--- config.mk ---
export PLATFORM = sky130hd
export DESIGN_NAME = bank_access_ctrl_flat
export DESIGN_NICKNAME = d
export VERILOG_FILES = /design/src/rtl/bank_access_ctrl_if.sv /design/src/rtl/bank_access_ctrl.sv /design/src/flat_wrapper.sv
export SDC_FILE = /design/constraint.sdc
export NUM_CORES = 1
export LEC_CHECK = 0
export BUFFER_PORTS_ARGS = -buffer_cell sky130_fd_sc_hd__buf_4
export CAP_MARGIN = 20
export CORE_MARGIN = 8
export CORE_UTILIZATION = 49
export CTS_CLUSTER_SIZE = 10
export DETAILED_ROUTE_END_ITERATION = 8
export PLACE_DENSITY = 0.88
export RECOVER_POWER = 25
export SLEW_MARGIN = 30
export SYNTH_ARGS = -nofsm -noshare
export SYNTH_HDL_FRONTEND = slang
export SYNTH_SLANG_ARGS = --single-unit
export TNS_END_PERCENT = 30
--- constraint.sdc ---
create_clock -name clk -period 1.59 [get_ports clk]
set_input_delay 0.0795 -clock clk [delete_from_list [all_inputs] [get_ports clk]]
set_output_delay 0.0795 -clock clk [all_outputs]
set_load 0.02 [all_outputs]
--- src/rtl/bank_access_ctrl_if.sv ---
// Request, read-return and bank-pin bundle for bank_access_ctrl; master = client/bank side, slave = controller.
// Purely wiring: no latency, no flow control of its own.
interface bank_access_ctrl_if #(
    parameter int DATA_W = 16,
    parameter int ADDR_W = 8
);
    logic              wr_valid;
    logic              wr_ready;
    logic [ADDR_W-1:0] wr_addr;
    logic [DATA_W-1:0] wr_data;
    logic              rd_req_valid;
    logic              rd_req_ready;
    logic [ADDR_W-1:0] rd_addr;
    logic              rd_data_valid;
    logic              rd_data_ready;
    logic [DATA_W-1:0] rd_data;
    logic              mem_we;
    logic [ADDR_W-1:0] mem_addr;
    logic [DATA_W-1:0] mem_din;
    logic [DATA_W-1:0] mem_dout;
    logic              busy;

    modport master (
        output wr_valid, wr_addr, wr_data, rd_req_valid, rd_addr, rd_data_ready, mem_dout,
        input  wr_ready, rd_req_ready, rd_data_valid, rd_data, mem_we, mem_addr, mem_din, busy
    );

    modport slave (
        input  wr_valid, wr_addr, wr_data, rd_req_valid, rd_addr, rd_data_ready, mem_dout,
        output wr_ready, rd_req_ready, rd_data_valid, rd_data, mem_we, mem_addr, mem_din, busy
    );
endinterface

--- src/rtl/bank_access_ctrl.sv ---
// Single-port bank front-end: fair write/read arbitration, 2-cycle read return through an OUT_DEPTH FIFO.
// Reads are only accepted while FIFO occupancy plus in-flight read leaves room, so rd_data_ready backpressure never drops data.
module bank_access_ctrl #(
    parameter int DATA_W    = 16,
    parameter int ADDR_W    = 8,
    parameter int OUT_DEPTH = 4
) (
    input logic               clk,
    input logic               rst_n,
    bank_access_ctrl_if.slave bus
);
    localparam int                CNT_W     = $clog2(OUT_DEPTH + 1);
    localparam logic [CNT_W-1:0]  LAST_IDX  = CNT_W'(OUT_DEPTH - 1);
    localparam logic [CNT_W-1:0]  DEPTH_CNT = CNT_W'(OUT_DEPTH);
    localparam logic [CNT_W:0]    DEPTH_EXT = (CNT_W + 1)'(OUT_DEPTH);

    typedef enum logic {
        GRANT_WR = 1'b0,
        GRANT_RD = 1'b1
    } grant_e;

    grant_e            r_last_grant;
    logic              r_inflight;
    logic [CNT_W-1:0]  r_count;
    logic [CNT_W-1:0]  r_wr_ptr;
    logic [CNT_W-1:0]  r_rd_ptr;
    logic [DATA_W-1:0] r_fifo [OUT_DEPTH];

    logic              w_rd_ok;
    logic              w_rd_elig;
    logic              w_wr_req;
    logic              w_do_wr;
    logic              w_do_rd;
    logic              w_push;
    logic              w_pop;
    logic [DATA_W-1:0] w_head;

    // Credit uses registered state only: a pop this cycle frees a slot next cycle.
    assign w_rd_ok   = ({1'b0, r_count} + (CNT_W + 1)'(r_inflight)) < DEPTH_EXT;
    assign w_rd_elig = rst_n && bus.rd_req_valid && w_rd_ok;
    assign w_wr_req  = rst_n && bus.wr_valid;

    always_comb begin
        w_do_wr = w_wr_req  && (!w_rd_elig || (r_last_grant == GRANT_RD));
        w_do_rd = w_rd_elig && (!w_wr_req  || (r_last_grant == GRANT_WR));
    end

    assign bus.wr_ready     = w_do_wr;
    assign bus.rd_req_ready = w_do_rd;
    assign bus.mem_we       = w_do_wr;
    assign bus.mem_addr     = w_do_wr ? bus.wr_addr : (w_do_rd ? bus.rd_addr : '0);
    assign bus.mem_din      = w_do_wr ? bus.wr_data : '0;

    assign w_push = r_inflight;
    assign w_pop  = bus.rd_data_valid && bus.rd_data_ready;

    always_comb begin
        w_head = '0;
        for (int i = 0; i < OUT_DEPTH; i++) begin
            if (r_rd_ptr == CNT_W'(i)) w_head = r_fifo[i];
        end
    end

    assign bus.rd_data_valid = (r_count != '0);
    assign bus.rd_data       = w_head;
    assign bus.busy          = r_inflight || (r_count != '0);

    always_ff @(posedge clk or negedge rst_n) begin
        if (!rst_n) begin
            r_last_grant <= GRANT_RD;
            r_inflight   <= 1'b0;
            r_count      <= '0;
            r_wr_ptr     <= '0;
            r_rd_ptr     <= '0;
            for (int i = 0; i < OUT_DEPTH; i++) r_fifo[i] <= '0;
        end else begin
            if (w_do_wr)      r_last_grant <= GRANT_WR;
            else if (w_do_rd) r_last_grant <= GRANT_RD;

            r_inflight <= w_do_rd;

            // Bank dout is valid exactly one cycle after the read was issued.
            if (w_push) begin
                for (int i = 0; i < OUT_DEPTH; i++) begin
                    if (r_wr_ptr == CNT_W'(i)) r_fifo[i] <= bus.mem_dout;
                end
                r_wr_ptr <= (r_wr_ptr == LAST_IDX) ? '0 : r_wr_ptr + CNT_W'(1);
            end

            if (w_pop) r_rd_ptr <= (r_rd_ptr == LAST_IDX) ? '0 : r_rd_ptr + CNT_W'(1);

            case ({w_push, w_pop})
                2'b10:   r_count <= r_count + CNT_W'(1);
                2'b01:   r_count <= r_count - CNT_W'(1);
                default: r_count <= r_count;
            endcase
        end
    end

    a_no_overflow: assert property (@(posedge clk) disable iff (!rst_n)
        !(w_push && (r_count == DEPTH_CNT)));
endmodule

--- src/flat_wrapper.sv ---
// flat-port wrapper written by rule: the top's interface ports become plain ports
module bank_access_ctrl_flat 
#(
    parameter int DATA_W    = 16,
    parameter int ADDR_W    = 8,
    parameter int OUT_DEPTH = 4
)
  (clk, rst_n, bus_wr_valid, bus_wr_addr, bus_wr_data, bus_rd_req_valid, bus_rd_addr, bus_rd_data_ready, bus_mem_dout, bus_wr_ready, bus_rd_req_ready, bus_rd_data_valid, bus_rd_data, bus_mem_we, bus_mem_addr, bus_mem_din, bus_busy);
  bank_access_ctrl_if #(.DATA_W(DATA_W), .ADDR_W(ADDR_W)) bus_i ();
  input logic clk;
  input logic rst_n;
  input wire logic [$bits(bus_i.wr_valid)-1:0] bus_wr_valid;
  input wire logic [$bits(bus_i.wr_addr)-1:0] bus_wr_addr;
  input wire logic [$bits(bus_i.wr_data)-1:0] bus_wr_data;
  input wire logic [$bits(bus_i.rd_req_valid)-1:0] bus_rd_req_valid;
  input wire logic [$bits(bus_i.rd_addr)-1:0] bus_rd_addr;
  input wire logic [$bits(bus_i.rd_data_ready)-1:0] bus_rd_data_ready;
  input wire logic [$bits(bus_i.mem_dout)-1:0] bus_mem_dout;
  output wire logic [$bits(bus_i.wr_ready)-1:0] bus_wr_ready;
  output wire logic [$bits(bus_i.rd_req_ready)-1:0] bus_rd_req_ready;
  output wire logic [$bits(bus_i.rd_data_valid)-1:0] bus_rd_data_valid;
  output wire logic [$bits(bus_i.rd_data)-1:0] bus_rd_data;
  output wire logic [$bits(bus_i.mem_we)-1:0] bus_mem_we;
  output wire logic [$bits(bus_i.mem_addr)-1:0] bus_mem_addr;
  output wire logic [$bits(bus_i.mem_din)-1:0] bus_mem_din;
  output wire logic [$bits(bus_i.busy)-1:0] bus_busy;
  assign bus_i.wr_valid = bus_wr_valid;
  assign bus_i.wr_addr = bus_wr_addr;
  assign bus_i.wr_data = bus_wr_data;
  assign bus_i.rd_req_valid = bus_rd_req_valid;
  assign bus_i.rd_addr = bus_rd_addr;
  assign bus_i.rd_data_ready = bus_rd_data_ready;
  assign bus_i.mem_dout = bus_mem_dout;
  assign bus_wr_ready = bus_i.wr_ready;
  assign bus_rd_req_ready = bus_i.rd_req_ready;
  assign bus_rd_data_valid = bus_i.rd_data_valid;
  assign bus_rd_data = bus_i.rd_data;
  assign bus_mem_we = bus_i.mem_we;
  assign bus_mem_addr = bus_i.mem_addr;
  assign bus_mem_din = bus_i.mem_din;
  assign bus_busy = bus_i.busy;
  bank_access_ctrl #(.DATA_W(DATA_W), .ADDR_W(ADDR_W), .OUT_DEPTH(OUT_DEPTH)) u_core (.clk(clk), .rst_n(rst_n), .bus(bus_i));
endmodule
==> flow_metrics.py <==
metrics = {
    "floorplanning": {
        "core_region_area_sq_um": 8130,
        "ios": 98,
        "start_util": 0.502,
        "die_w_microns": 107,
        "die_y_microns": 107,
        "rows": 33,
        "dieArea_sq_um": 11500,
    },
    "cells_and_area": {
        "drive_above_1_share": 0.536,
        "fin_util": 0.708,
        "num_antenna_cells": 0,
        "fin_nets": 536,
        "n_fill_cell": 518,
        "area_growth_pct": 41.1,
        "final_area_sq_um": 5760,
        "multi_input_area_sq_um": 2110,
        "final-seq-area_sq_um": 1880,
    },
    "grt": {
        "grt_max_degree": 71,
        "grt_antenna_before_repair": 0,
        "grt_usage": 0.205,
        "grt_pass1_vias": 3413,
        "grt_pass1_wl_mm": 18.5,
        "grt_overflow_total": 0,
    },
    "sta": {
        "hold_violations": 0,
        "final.setup.worst_slack_ns": -0.550,
        "max_freq_mhz": 467,
        "finalCritPeriodShare": 1.35,
        "finalSetupViolations": 46,
        "relSlewSlack": 0.610,
        "grt_setup_unrepaired": "yes",
        "timing.hold.ws_ns": 0.00748,
        "slew_violations": 0,
        "worst_slew_pin_slew_ns": 0.585,
        "period_minus_slack_ns": 2.14,
        "worst_clock_skew_ns": 0.0255,
    },
    "synth": {
        "synth_cell_types": 37,
        "syn_nets": 403,
        "synth-main-ff-cell": "dfrtp_1",
        "syn_area_sq_um": 4080,
        "synth_edf_count": 0,
        "ys_top_cells_by_count": "dfrtp_1, mux2_2, a21oi_1",
        "synthTopCellsByArea": "dfrtp_1, mux2_2, mux2_4",
        "synth_top_area_share": 0.454,
        "async_flop_share": 1.00,
        "yosysMostFrequentCell": "dfrtp_1",
        "ys_ff_latch": 75,
        "yosysSeqAreaShare": 0.460,
        "synthesis.instances": 340,
        "yosysWarnings": 0,
        "synth_area_per_cell_sq_um": 12.0,
        "synth_area_leader_cell": "dfrtp_1",
    },
    "critical_path": {
        "path_cells": "inv_2 -> ha_4 -> buf_12 -> nand3b_1 -> a221o_1 -> a21oi_2 -> buf_4",
        "crit_arrival_ns": 2.06,
        "cp-start-kind": "register",
        "critPathRequiredTime_ns": 1.51,
        "path_max_fanout": 14,
        "critical-path-top-delay-family": "compound AO/OA/AOI/OAI gates",
        "slowest_delay_ns": 0.44,
        "path_class": "register to primary output",
        "crit_buf_inv": 3,
        "cp-end-kind": "primary output",
        "critPathSlowestCell": "dfrtp_1",
    },
    "route": {
        "firstDrtPassIters": 6,
        "routedWlPerCell_microns": 21.3,
        "avgViaCountPerCell": 5.58,
        "ant_nets": 0,
        "vias": 3253,
        "initialDrtViolationCount": 242,
        "route.detailed.drc": 0,
        "wirelength_mm": 12.4,
    },
    "power": {
        "power.leakage_nw": 2.78,
        "p_per_area_nw_per_um2": 2030,
        "ir_drop_mv": 1.36,
    },
    "clocking": {
        "numCtsBuffers": 9,
        "clk_pin_slew_worst_paths_ns": 0.08,
        "cts_htree_levels": 3,
        "clockRootBuffer": "clkbuf_8",
        "clkSinkCount": 75,
        "clockBufferDepth": 2,
        "cts_tree": "built",
        "insertion_delay_ns": 0.37,
    },
    "job": {
        "drv_cap": 0,
    },
    "hold_path": {
        "min_path_type": "input pin to register",
    },
    "run_status": {
        "outcome": "finished, violations left",
        "violations": "setup timing",
    },
    "placed_design": {
        "portBuffers": 97,
        "gp_congestion": 0.778,
        "hpwl_mm": 7.23,
        "postPlaceCellArea_sq_um": 5100,
        "place_ws_ns": -0.125,
    },
}
[sequential cells by signal, indices dropped and copies added (netlist names)]
name                 count
u_core.r_fifo           64
u_core.r_count           3
u_core.r_rd_ptr          3
u_core.r_wr_ptr          3
u_core.r_inflight        1
u_core.r_last_grant      1
[final cells by class]
| class | count | area share |
|---|---|---|
| Multi-Input combinational cell | 218 | 0.366 |
| Sequential cell | 75 | 0.326 |
| Timing Repair Buffer | 143 | 0.233 |
| Clock buffer | 11 | 0.0245 |
| Tap cell | 105 | 0.0228 |
| Inverter | 26 | 0.0169 |
| Clock inverter | 5 | 0.0104 |
[cell families after synthesis]
family	count (synthesis)	synth area share
simple gates	74	0.116
fa+ha+maj	10	0.0325
mux	73	0.229
flops	75	0.460
buf+inv	47	0.0582
compound gates	57	0.0962
xor+xnor	4	0.00858
[per-layer routing]
metal  wire (microns)  vias to the layer above  share of wire  global-route usage
met2             6440                      148           0.52               0.353
met3              728                       30          0.059              0.0341
met5                0                        -              0                   0
met1             4900                     1616           0.39               0.242
li1                 -                     1459              -                   -
met4              367                        0          0.030               0.104
[layout by cell type, fill, tap and decap left out, types with 2 or more instances in the layout]
cell type,synthesis,final
a21boi_0,2,2
a21oi_1,32,14
a21oi_2,0,17
a221o_1,16,16
and2_1,17,17
and3_2,8,8
buf_12,0,7
buf_4,3,96
buf_6,1,16
clkbuf_1,6,2
clkbuf_16,0,2
clkbuf_8,0,10
dfrtp_1,74,74
dlygate4sd3_1,0,17
ha_1,9,4
ha_4,0,4
inv_1,26,24
inv_2,0,2
mux2_2,42,42
mux2_4,30,30
nand2_1,22,22
nand2_4,3,3
nand3b_1,16,16
o21ai_0,4,2
o21ai_1,0,2
xor2_1,3,3
[repair_timing]
item,CTS,global route
gates resized for setup,27,12
pin swaps,19,16
cloned,2,2
endpoints found under the hold margin,63,22
setup endpoints to repair,46,48
hold buffers,16,1
buffers inserted,3,0
[worst paths after layout]
kind,endpoint,depth (start not counted),start,slack [ns]
max,bus_rd_data[7],7,u_core.r_rd_ptr[0],-0.55
min,u_core.r_fifo[45],2,bus_mem_dout[13],0.007
max reg2reg,u_core.r_count[2],7,u_core.r_count[1],-0.23
min reg2reg,u_core.r_last_grant,2,u_core.r_last_grant,0.47
max in group asynchronous,u_core.r_fifo[44],4,rst_n,0.19
min in group asynchronous,u_core.r_count[1],2,rst_n,0.43
[per-stage QoR]
stage / total power, mW / TNS, ns / cells
floorplan: 7.11 / -0.428 / 340
global placement: 8.74 / -0.697 / 542
detailed placement: 9.04 / -1.73 / 542
CTS: 11.1 / -13.54 / 579
global route: 12.2 / -19.37 / 583
finish: 11.7 / -16.39 / 583
[where the power goes]
| part | internal, mW | switching [mW] | total [mW] |
|---|---|---|---|
| Combinational | 3.54 | 3.11 | 6.66 |
| Sequential | 2.86 | 0.658 | 3.52 |
| Clock | 0.775 | 0.764 | 1.54 |
Note: power is estimated with default switching activity, not from simulation.
